$ cat config.mk
export PLATFORM = sky130hd
export DESIGN_NAME = if_queue
export DESIGN_NICKNAME = d
export VERILOG_FILES = /design/src/rtl/if_queue_pkg.sv /design/src/rtl/if_queue_mem.sv /design/src/rtl/if_queue.sv
export SDC_FILE = /design/constraint.sdc
export NUM_CORES = 1
export LEC_CHECK = 0
export BUFFER_PORTS_ARGS = -buffer_cell sky130_fd_sc_hd__buf_2
export CORE_AREA = 2 2 193 195
export CTS_BUF_LIST = sky130_fd_sc_hd__clkbuf_8
export DETAILED_ROUTE_END_ITERATION = 16
export DIE_AREA = 0 0 195 197
export REMOVE_ABC_BUFFERS = 1
export SLEW_MARGIN = 20
export SYNTH_ARGS = -nofsm -noshare
export SYNTH_HDL_FRONTEND = slang
export SYNTH_SLANG_ARGS = --single-unit
$ cat constraint.sdc
create_clock -name clk -period 4.3 [get_ports clk]
set_clock_uncertainty 0.1 [all_clocks]
set_input_delay 0.43 -clock clk [delete_from_list [all_inputs] [get_ports clk]]
set_output_delay 0.43 -clock clk [all_outputs]
set_load 0.005 [all_outputs]
$ cat src/rtl/if_queue_pkg.sv
// if_queue shared definitions: reset/stall encodings, zero/nop words, default depth.
// The queue entry is a packed {pc, inst} pair, 64 bits wide.
// Used by if_queue and if_queue_mem.
package if_queue_pkg;

   localparam logic [31:0] ZeroWord   = 32'h0000_0000;
   localparam logic [31:0] NopInst    = 32'h0000_0000;
   localparam logic        RstEnable  = 1'b0;
   localparam logic        RstDisable = 1'b1;
   localparam logic        Stop       = 1'b1;
   localparam logic        NoStop     = 1'b0;
   localparam int          IF_QUEUE_DEPTH = 4;

   typedef struct packed {
      logic [31:0] pc;
      logic [31:0] inst;
   } entry_t;

   localparam entry_t BubbleEntry = '{pc: ZeroWord, inst: NopInst};

endpackage

$ cat src/rtl/if_queue_mem.sv
// Purpose: DEPTH x 64 storage for the prefetch queue, one write port, one async read port.
// Latency: write lands on the clock edge; read is combinational from the address.
// Backpressure: none here; the owner decides when writes are legal. Data is never reset.
module if_queue_mem
   import if_queue_pkg::*;
#(
   parameter int DEPTH = IF_QUEUE_DEPTH
)(
   input  logic                     clk,
   input  logic                     wr_en,
   input  logic [$clog2(DEPTH)-1:0] wr_addr,
   input  entry_t                   wr_dat,
   input  logic [$clog2(DEPTH)-1:0] rd_addr,
   output entry_t                   rd_dat
);

   entry_t mem [DEPTH];

   // Store the pushed pair at the write pointer.
   always_ff @(posedge clk) begin
      if (wr_en) begin
         mem[wr_addr] <= wr_dat;
      end
   end

   assign rd_dat = mem[rd_addr];

endmodule

$ cat src/rtl/if_queue.sv
// Purpose: instruction prefetch queue feeding decode; replaces the IF/ID register (optional IF_QUEUE_STARVE_CNT_EN starve counter).
// Latency: 1 cycle fetch-to-decode when empty (write-through), count+1 cycles behind queued words.
// Backpressure: full_o stalls fetch; a push while full with no pop is dropped and sets sticky ovf_o.
module if_queue
   import if_queue_pkg::*;
#(
   parameter int DEPTH = IF_QUEUE_DEPTH
)(
   input  logic        clk,
   input  logic        rst,
   input  logic        push_i,
   input  logic [31:0] push_pc_i,
   input  logic [31:0] push_inst_i,
   input  logic [5:0]  stall_i,
   input  logic        flush_i,
   input  logic        branch_flush_i,
   output logic        full_o,
   output logic        almost_full_o,
   output logic        ovf_o,
`ifdef IF_QUEUE_STARVE_CNT_EN
   output logic [31:0] starve_cnt_o,
`endif
   output logic [31:0] id_pc_o,
   output logic [31:0] id_inst_o
);

   localparam int PW = $clog2(DEPTH);
   localparam int CW = PW + 1;

   logic [PW-1:0] wr_ptr;
   logic [PW-1:0] rd_ptr;
   logic [CW-1:0] count;

   logic   load;
   logic   empty;
   logic   full;
   logic   pop;
   logic   wt;
   logic   wr_en;
   logic   drop;
   logic   out_ld;
   entry_t out_nxt;
   entry_t push_dat;
   entry_t head_dat;
   logic   unused_stall;

   assign unused_stall = ^{stall_i[5:3], stall_i[0]};

   assign push_dat = '{pc: push_pc_i, inst: push_inst_i};
   assign load     = (stall_i[1] == NoStop);
   assign empty    = (count == '0);
   assign full     = (count == CW'(DEPTH));
   assign pop      = load && !empty;
   assign wt       = load && empty && push_i;

   assign full_o        = full;
   assign almost_full_o = (count >= CW'(DEPTH - 1));

   if_queue_mem #(.DEPTH(DEPTH)) u_mem (
      .clk     (clk),
      .wr_en   (wr_en),
      .wr_addr (wr_ptr),
      .wr_dat  (push_dat),
      .rd_addr (rd_ptr),
      .rd_dat  (head_dat)
   );

   // Storage write decision: branch flush keeps a push only into an empty, unloaded queue.
   always_comb begin
      wr_en = 1'b0;
      drop  = 1'b0;
      if (rst == RstDisable && !flush_i) begin
         if (branch_flush_i) begin
            wr_en = !load && empty && push_i;
         end else begin
            wr_en = push_i && !wt && (!full || pop);
            drop  = push_i && full && !pop;
         end
      end
   end

   // Next decode word: head, write-through push, bubble, or hold under a full stall.
   always_comb begin
      out_ld  = 1'b1;
      out_nxt = BubbleEntry;
      if (load) begin
         if (pop) begin
            out_nxt = head_dat;
         end else if (wt) begin
            out_nxt = push_dat;
         end
      end else if (stall_i[2] == Stop) begin
         out_ld = 1'b0;
      end
   end

   // Pointers, count, sticky overflow and the decode-facing output registers.
   always_ff @(posedge clk) begin
      if (rst == RstEnable) begin
         wr_ptr    <= '0;
         rd_ptr    <= '0;
         count     <= '0;
         ovf_o     <= 1'b0;
         id_pc_o   <= ZeroWord;
         id_inst_o <= NopInst;
      end else if (flush_i) begin
         wr_ptr    <= '0;
         rd_ptr    <= '0;
         count     <= '0;
         id_pc_o   <= ZeroWord;
         id_inst_o <= NopInst;
      end else begin
         if (out_ld) begin
            id_pc_o   <= out_nxt.pc;
            id_inst_o <= out_nxt.inst;
         end
         if (branch_flush_i) begin
            // The delay slot is the only word worth keeping behind a taken branch.
            if (load) begin
               wr_ptr <= '0;
               rd_ptr <= '0;
               count  <= '0;
            end else if (!empty) begin
               wr_ptr <= rd_ptr + PW'(1);
               count  <= CW'(1);
            end else if (push_i) begin
               wr_ptr <= wr_ptr + PW'(1);
               count  <= CW'(1);
            end
         end else begin
            if (wr_en) begin
               wr_ptr <= wr_ptr + PW'(1);
            end
            if (pop) begin
               rd_ptr <= rd_ptr + PW'(1);
            end
            case ({wr_en, pop})
               2'b10:   count <= count + CW'(1);
               2'b01:   count <= count - CW'(1);
               default: count <= count;
            endcase
            if (drop) begin
               ovf_o <= 1'b1;
            end
         end
      end
   end

`ifdef IF_QUEUE_STARVE_CNT_EN
   // Count load events that had nothing to give decode; only reset clears it.
   always_ff @(posedge clk) begin
      if (rst == RstEnable) begin
         starve_cnt_o <= '0;
      end else if (!flush_i && load && empty && !push_i && starve_cnt_o != 32'hFFFF_FFFF) begin
         starve_cnt_o <= starve_cnt_o + 32'd1;
      end
   end
`endif

endmodule

# Word-level counts from Yosys, hierarchy flattened

Memories as Yosys holds them, arrays and structs flattened. A register that Yosys moved wholly into a read port is not among the register bits.
Index checks and enable logic that the tools add are counted.

Add/subtract/negate cells: 4
Magnitude comparators: 1
Equal/unequal tests: 5
Multiplexer cells: 26
Bitwise gates (word level): 4
Reductions and logical operators: 25

Operators by type and width:

| cell                | count |
|---|---|
| $mux 64             | 3 |
| $mux 2              | 10 |
| $mux 3              | 4 |
| $logic_and 1x1->1   | 10 |
| $mux 1              | 8 |
| $pmux 3 s2          | 1 |
| $reduce_and 2->1    | 3 |
| $logic_not 1->1     | 5 |
| $add 2x1->2 const B | 2 |
| $ne 4x4->1 const B  | 1 |
| $not 1->1           | 4 |
| $reduce_bool 2->1   | 2 |
| $add 3x1->3 const B | 1 |
| $eq 3x3->1 const B  | 1 |
| $ge 3x2->1 const B  | 1 |
| $logic_not 3->1     | 1 |
| $reduce_and 3->1    | 1 |
| $reduce_bool 3->1   | 1 |
| $sub 3x1->3 const B | 1 |
| $eq 2x1->1 const B  | 1 |
| $eq 2x2->1 const B  | 1 |
| $ne 2x2->1 const B  | 1 |
| $reduce_or 2->1     | 1 |
| $logic_or 1x1->1    | 1 |

Flip-flop bits (word level): 72
Memory bits (writable): 256
Output and inout port bits: 67
Word-level logic and storage cells: 72
Memories kept: 1

Memories:

| name      | words | bits a word | rd ports | clocked after Yosys merged registers in | wr ports | line               | RTL |
|---|---|---|---|---|---|---|---|
| u_mem.mem | 4     | 64          | 1        | 1                                       | 1        | if_queue_mem.sv:17 | `entry_t mem [DEPTH];` |

# Longest topological paths before layout

Depth after elaboration: 11
Depth in mapped cells: 10

# Modules after synthesis

A second synthesis with hierarchy kept.

Cells, all modules: 645
Area total of the unflattened synthesis: 12354.3 um^2

Modules (own cells, without submodules):

| module       | instances | cells each | area each (um^2) | seq. area each (um^2) |
|---|---|---|---|---|
| if_queue_mem | 1         | 338        | 9341.5           | 7687.4 |
| if_queue     | 1         | 307        | 3012.9           | 1441.4 |

# Least setup slack after synthesis

No wires, ideal clock.

Path type: input port to flip-flop
From: input port branch_flush_i
To: memory u_mem.mem[1][0] in the netlist's numbering, enable pin
Library setup time: 0.429 ns
Data arrival time: 2.597 ns
Data required time: 3.771 ns
Setup slack: 1.174 ns
Stages on the path: 5
Path through: buf_2 inv_1 o21ai_1 a21oi_1 and2_1

Word-level cells in the longest chain between the ends: 4

Ends and longest elaborated chain:

| element                      | line               | RTL |
|---|---|---|
| start: declaration           | if_queue.sv:16     | `input logic branch_flush_i,` |
| $mux 1                       | if_queue.sv:73     | `if (branch_flush_i) begin` |
| $mux 1                       | if_queue.sv:72     | `if (rst == RstDisable && !flush_i) begin` |
| $mux 1                       | if_queue_mem.sv:21 | `if (wr_en) begin` |
| $mux 1 (not written as such) | if_queue_mem.sv:22 | `mem[wr_addr] <= wr_dat;` |
| end: declaration             | if_queue_mem.sv:17 |  |

No other way between the ends.

# Worst setup path after layout

From: register count[0]
To: register count[2]

Word-level cells in the longest chain between the ends: 11
Elaborated cells between the ends (all ways): 26
Those cells by class: 2 x add/sub; 4 x eq/ne; 6 x mux; 14 x reduce/logical

Ends and longest elaborated chain:

| element                                                | line            | RTL |
|---|---|---|
| start: declaration                                     | if_queue.sv:32  | `logic [CW-1:0] count;` |
| start signal: assignment                               | if_queue.sv:138 | `2'b10: count <= count + CW'(1);` |
| start signal: assignment                               | if_queue.sv:139 | `2'b01: count <= count - CW'(1);` |
| start signal: assignment                               | if_queue.sv:140 | `default: count <= count;` |
| $logic_not 3->1                                        | if_queue.sv:51  | `assign empty = (count == '0);` |
| $logic_and 1x1->1 (2 in series)                        | if_queue.sv:54  | `assign wt = load && empty && push_i;` |
| $logic_not 1->1                                        | if_queue.sv:76  | `wr_en = push_i && !wt && (!full \|\| pop);` |
| $logic_and 1x1->1 (2 in series)                        | if_queue.sv:76  |  |
| $mux 1                                                 | if_queue.sv:73  |  |
| $mux 1                                                 | if_queue.sv:72  |  |
| $eq 2x1->1 / $eq 2x2->1 (equally long branches)        | if_queue.sv:137 | `case ({wr_en, pop})` |
| $pmux 3 s2 / $reduce_bool 3->1 (equally long branches) | -               |  |
| $mux 3 / $reduce_and 2->1 (equally long branches)      | -               |  |

Several ways; a longest one is shown, not always the timed one.
A chain may end at the register's enable or synchronous reset.

==> metrics.md <==
| Metric | Value |
|---|---|
| Leak Pwr | `5.388 nW` |
| Initial antenna violation count | `2` |
| Distinct cells, synth | `46` |
| CP startpoint kind | `flop` |
| Die X | `195 um` |
| Combinational share of power | `0.058` |
| Setup violators final | `0` |
| Asr flop ratio synth | `0` |
| DRC viols | `0` |
| Post-DRT Antenna Nets | `0` |
| Top cell type's share of synthesized area | `0.5925` |
| Cell area power density | `410.1 nW/um^2` |
| Crit-path max FO | `67` |
| Max clock buf depth | `3` |
| Max-cap viol count | `0` |
| Die Footprint | `38420 um^2` |
| Port Buffers | `137` |
| DRT Pass-1 Iters | `4` |
| DR vias/cell | `5.255` |
| Util after Layout | `0.4356` |
| Root buffer cell | `clkbuf_8` |
| CTS tree | `built` |
| # hold bufs at CTS | `65` |
| Post-CTS Setup Inserts | `0` |
| Most used cell, CP | `o311a_1` |
| Final slew viol count | `0` |
| Initial core utilization | `0.3578` |
| Min Hold Slack | `0.1084 ns` |
| First-pass GRT wire length | `49410 um` |
| Most used flip-flop cell after synthesis | `edfxtp_1` |
| Top post-synthesis cells by area | `edfxtp_1 59%, dfxtp_1 11%, mux4_2 11%` |
| Slowest cell on the critical path | `buf_4` |
| Wirelength, routed | `32300 um` |
| Clk pwr share | `0.403` |
| FP Rows | `70` |
| Synth area leader | `edfxtp_1` |
| Leading cell type by number of instances after synthesis | `edfxtp_1` |
| Dpl ws | `1.309 ns` |
| Net Switching | `1.494 mW` |
| Seq/Total Area, Yosys | `0.7067` |
| Most frequent cells after synthesis | `256 x edfxtp_1, 74 x dfxtp_1, 70 x a21oi_1` |
| Depth of the CTS H-tree | `2` |
| Core Region | `36260 um^2` |
| Proportion of layout cells with a drive suffix above 1 | `0.2850` |
| # IOs | `142` |
| Post-route setup TNS | `0 ns` |
| Layout area overhead | `21.73%` |
| Peak supply drop | `0.0002511 V` |
| Worst Hold Class | `in2reg` |
| Reg power frac | `0.539` |
| Mapped Cells | `801` |
| Final #Nets | `1082` |
| Yosys reg bits | `330` |
| Delay-heaviest family, CP | `buffers and inverters` |
| Fmax | `336.2 MHz` |
| Syn avg cell area | `16.20 um^2` |
| Req. time, crit path | `4.69 ns` |
| Post-layout minimum cycle time | `2.974 ns` |
| Pin count of the biggest net entering global routing | `74` |
| DP Wirelength | `16350 um` |
| CP arrival | `3.37 ns` |
| Crit-path cells | `nor3_4, buf_4, nor3_1, fa_1, or3_1, o311a_1, o311a_1` |
| Fillcell total | `3295` |
| Die height | `197 um` |
| Status | `finished, final reports clean` |
| RePlAce Congestion | `0.6900` |
| Relative slew slack | `0.2762` |
| Worst-margin pin slew | `1.086 ns` |
| Overall routing resource usage | `0.1705` |
| CP Buf/Inv Count | `1` |
| Vias post-DR | `7983` |
| DRT iter0 DRCs | `436` |
| Final hold viol count | `0` |
| Vias in the first global route | `8241` |
| Sw Ratio | `0.2307` |
| Cts repair resizes | `0` |
| Critical path type | `reg2reg` |
| WL/cell | `21.26 um` |
| Mapped Area | `12970 um^2` |
| Total power | `6.476 mW` |
| Worst-path clk slew | `0.06 ns` |
| TritonCTS Buffers | `56` |
| Pint | `4.982 mW` |
| Multi-input gate area | `3457 um^2` |
| RSZ-0062 raised after global routing | `false` |
| Crit path largest cell delay | `0.75 ns` |
| Worst setup margin | `1.326 ns` |
| Register area | `9176 um^2` |
| CTS sink count | `330` |
| Post-synth EDFFs | `256` |
| Insertion delay of the later-clocked pin in the worst-skew pair | `0.61 ns` |
| Syn. warnings | `0` |
| Fin crit share | `0.6917` |
| Endpoint class of the critical path | `flop` |
| Grt ovf | `0` |
[layout make-up]
cell class | instances | share of cell area
Timing Repair Buffer | 214 | 0.09459
Antenna cell | 2 | 0.0003169
Clock buffer | 61 | 0.05316
Clock inverter | 44 | 0.01323
Inverter | 7 | 0.001743
Sequential cell | 330 | 0.5810
Tap cell | 468 | 0.03708
Multi-Input combinational cell | 393 | 0.2189
[layer usage]
layer  global-route usage  wire length [um]
met1               0.2229             14130
met2               0.2899             16080
met3              0.03114              1541
met4              0.05315               550
met5                    0                 0
[cell families (layout without fill, tap and decap cells)]
kind of cell               count (synthesis)  count (layout)  share of synthesized area
DFF                                      330             330                     0.7067
and+or+nand+nor                           96              96                    0.03356
xor gates and xnor gates                   2               2                   0.001350
buffers and inverters                     78             326                    0.02864
muxes                                     67              67                     0.1135
other                                      0               2                          0
adders and majority gates                  5               5                   0.005400
AOI/OAI and AO/OA                        223             223                     0.1109
[state kept, by name (all words and copies together) (netlist names), named ones only]
signal and flops:
u_mem.mem 256, id_inst_o 32, id_pc_o 32, count 3
rd_ptr 2, wr_ptr 2, ovf_o 1
[placed cells by master, fill, tap and decap left out, types with 5 or more instances in the layout]
master	instances
buf_4	9
nor2b_1	5
clkbuf_8	61
a21oi_1	70
buf_12	5
o21ai_0	5
inv_1	34
nand2_1	67
clkinv_2	6
a31oi_1	64
edfxtp_1	256
a211oi_1	62
dfxtp_1	72
nor2_1	5
dlygate4sd3_1	65
mux4_2	64
clkinv_1	7
buf_2	135
[worst min-delay path, cell delays in order]
cell	delay [ns]
buf_2	0.12
inv_1	0.05
a41oi_1	0.09
nor2b_1	0.09
[power by group through the flow]
stage                     logic (mW)  registers, mW  clock network, mW
after floorplan                0.134           3.56                  0
after global placement         0.324           3.56                  0
after detailed placement       0.331           3.56                  0
after CTS                      0.378           3.49               2.70
after global routing           0.412           3.49               2.84
final                          0.374           3.49               2.61
[worst paths after layout]
kind	depth (start not counted)	end	slack (ns)	start
worst max-delay path	7	count[2]	1.33	count[0]
worst min-delay path	4	ovf_o	0.11	flush_i
worst max register to register	7	count[2]	1.33	count[0]
worst min register to register	2	ovf_o	0.41	ovf_o
[metrics by stage]
step	cell area, um^2	instances
after floorplan	12630	730
after CTS	15790	1517
after detailed placement	14090	1347
after global routing	15790	1519
final	15790	1519
after global placement	14090	1347
No activity file was read; power rests on OpenSTA's default activity.
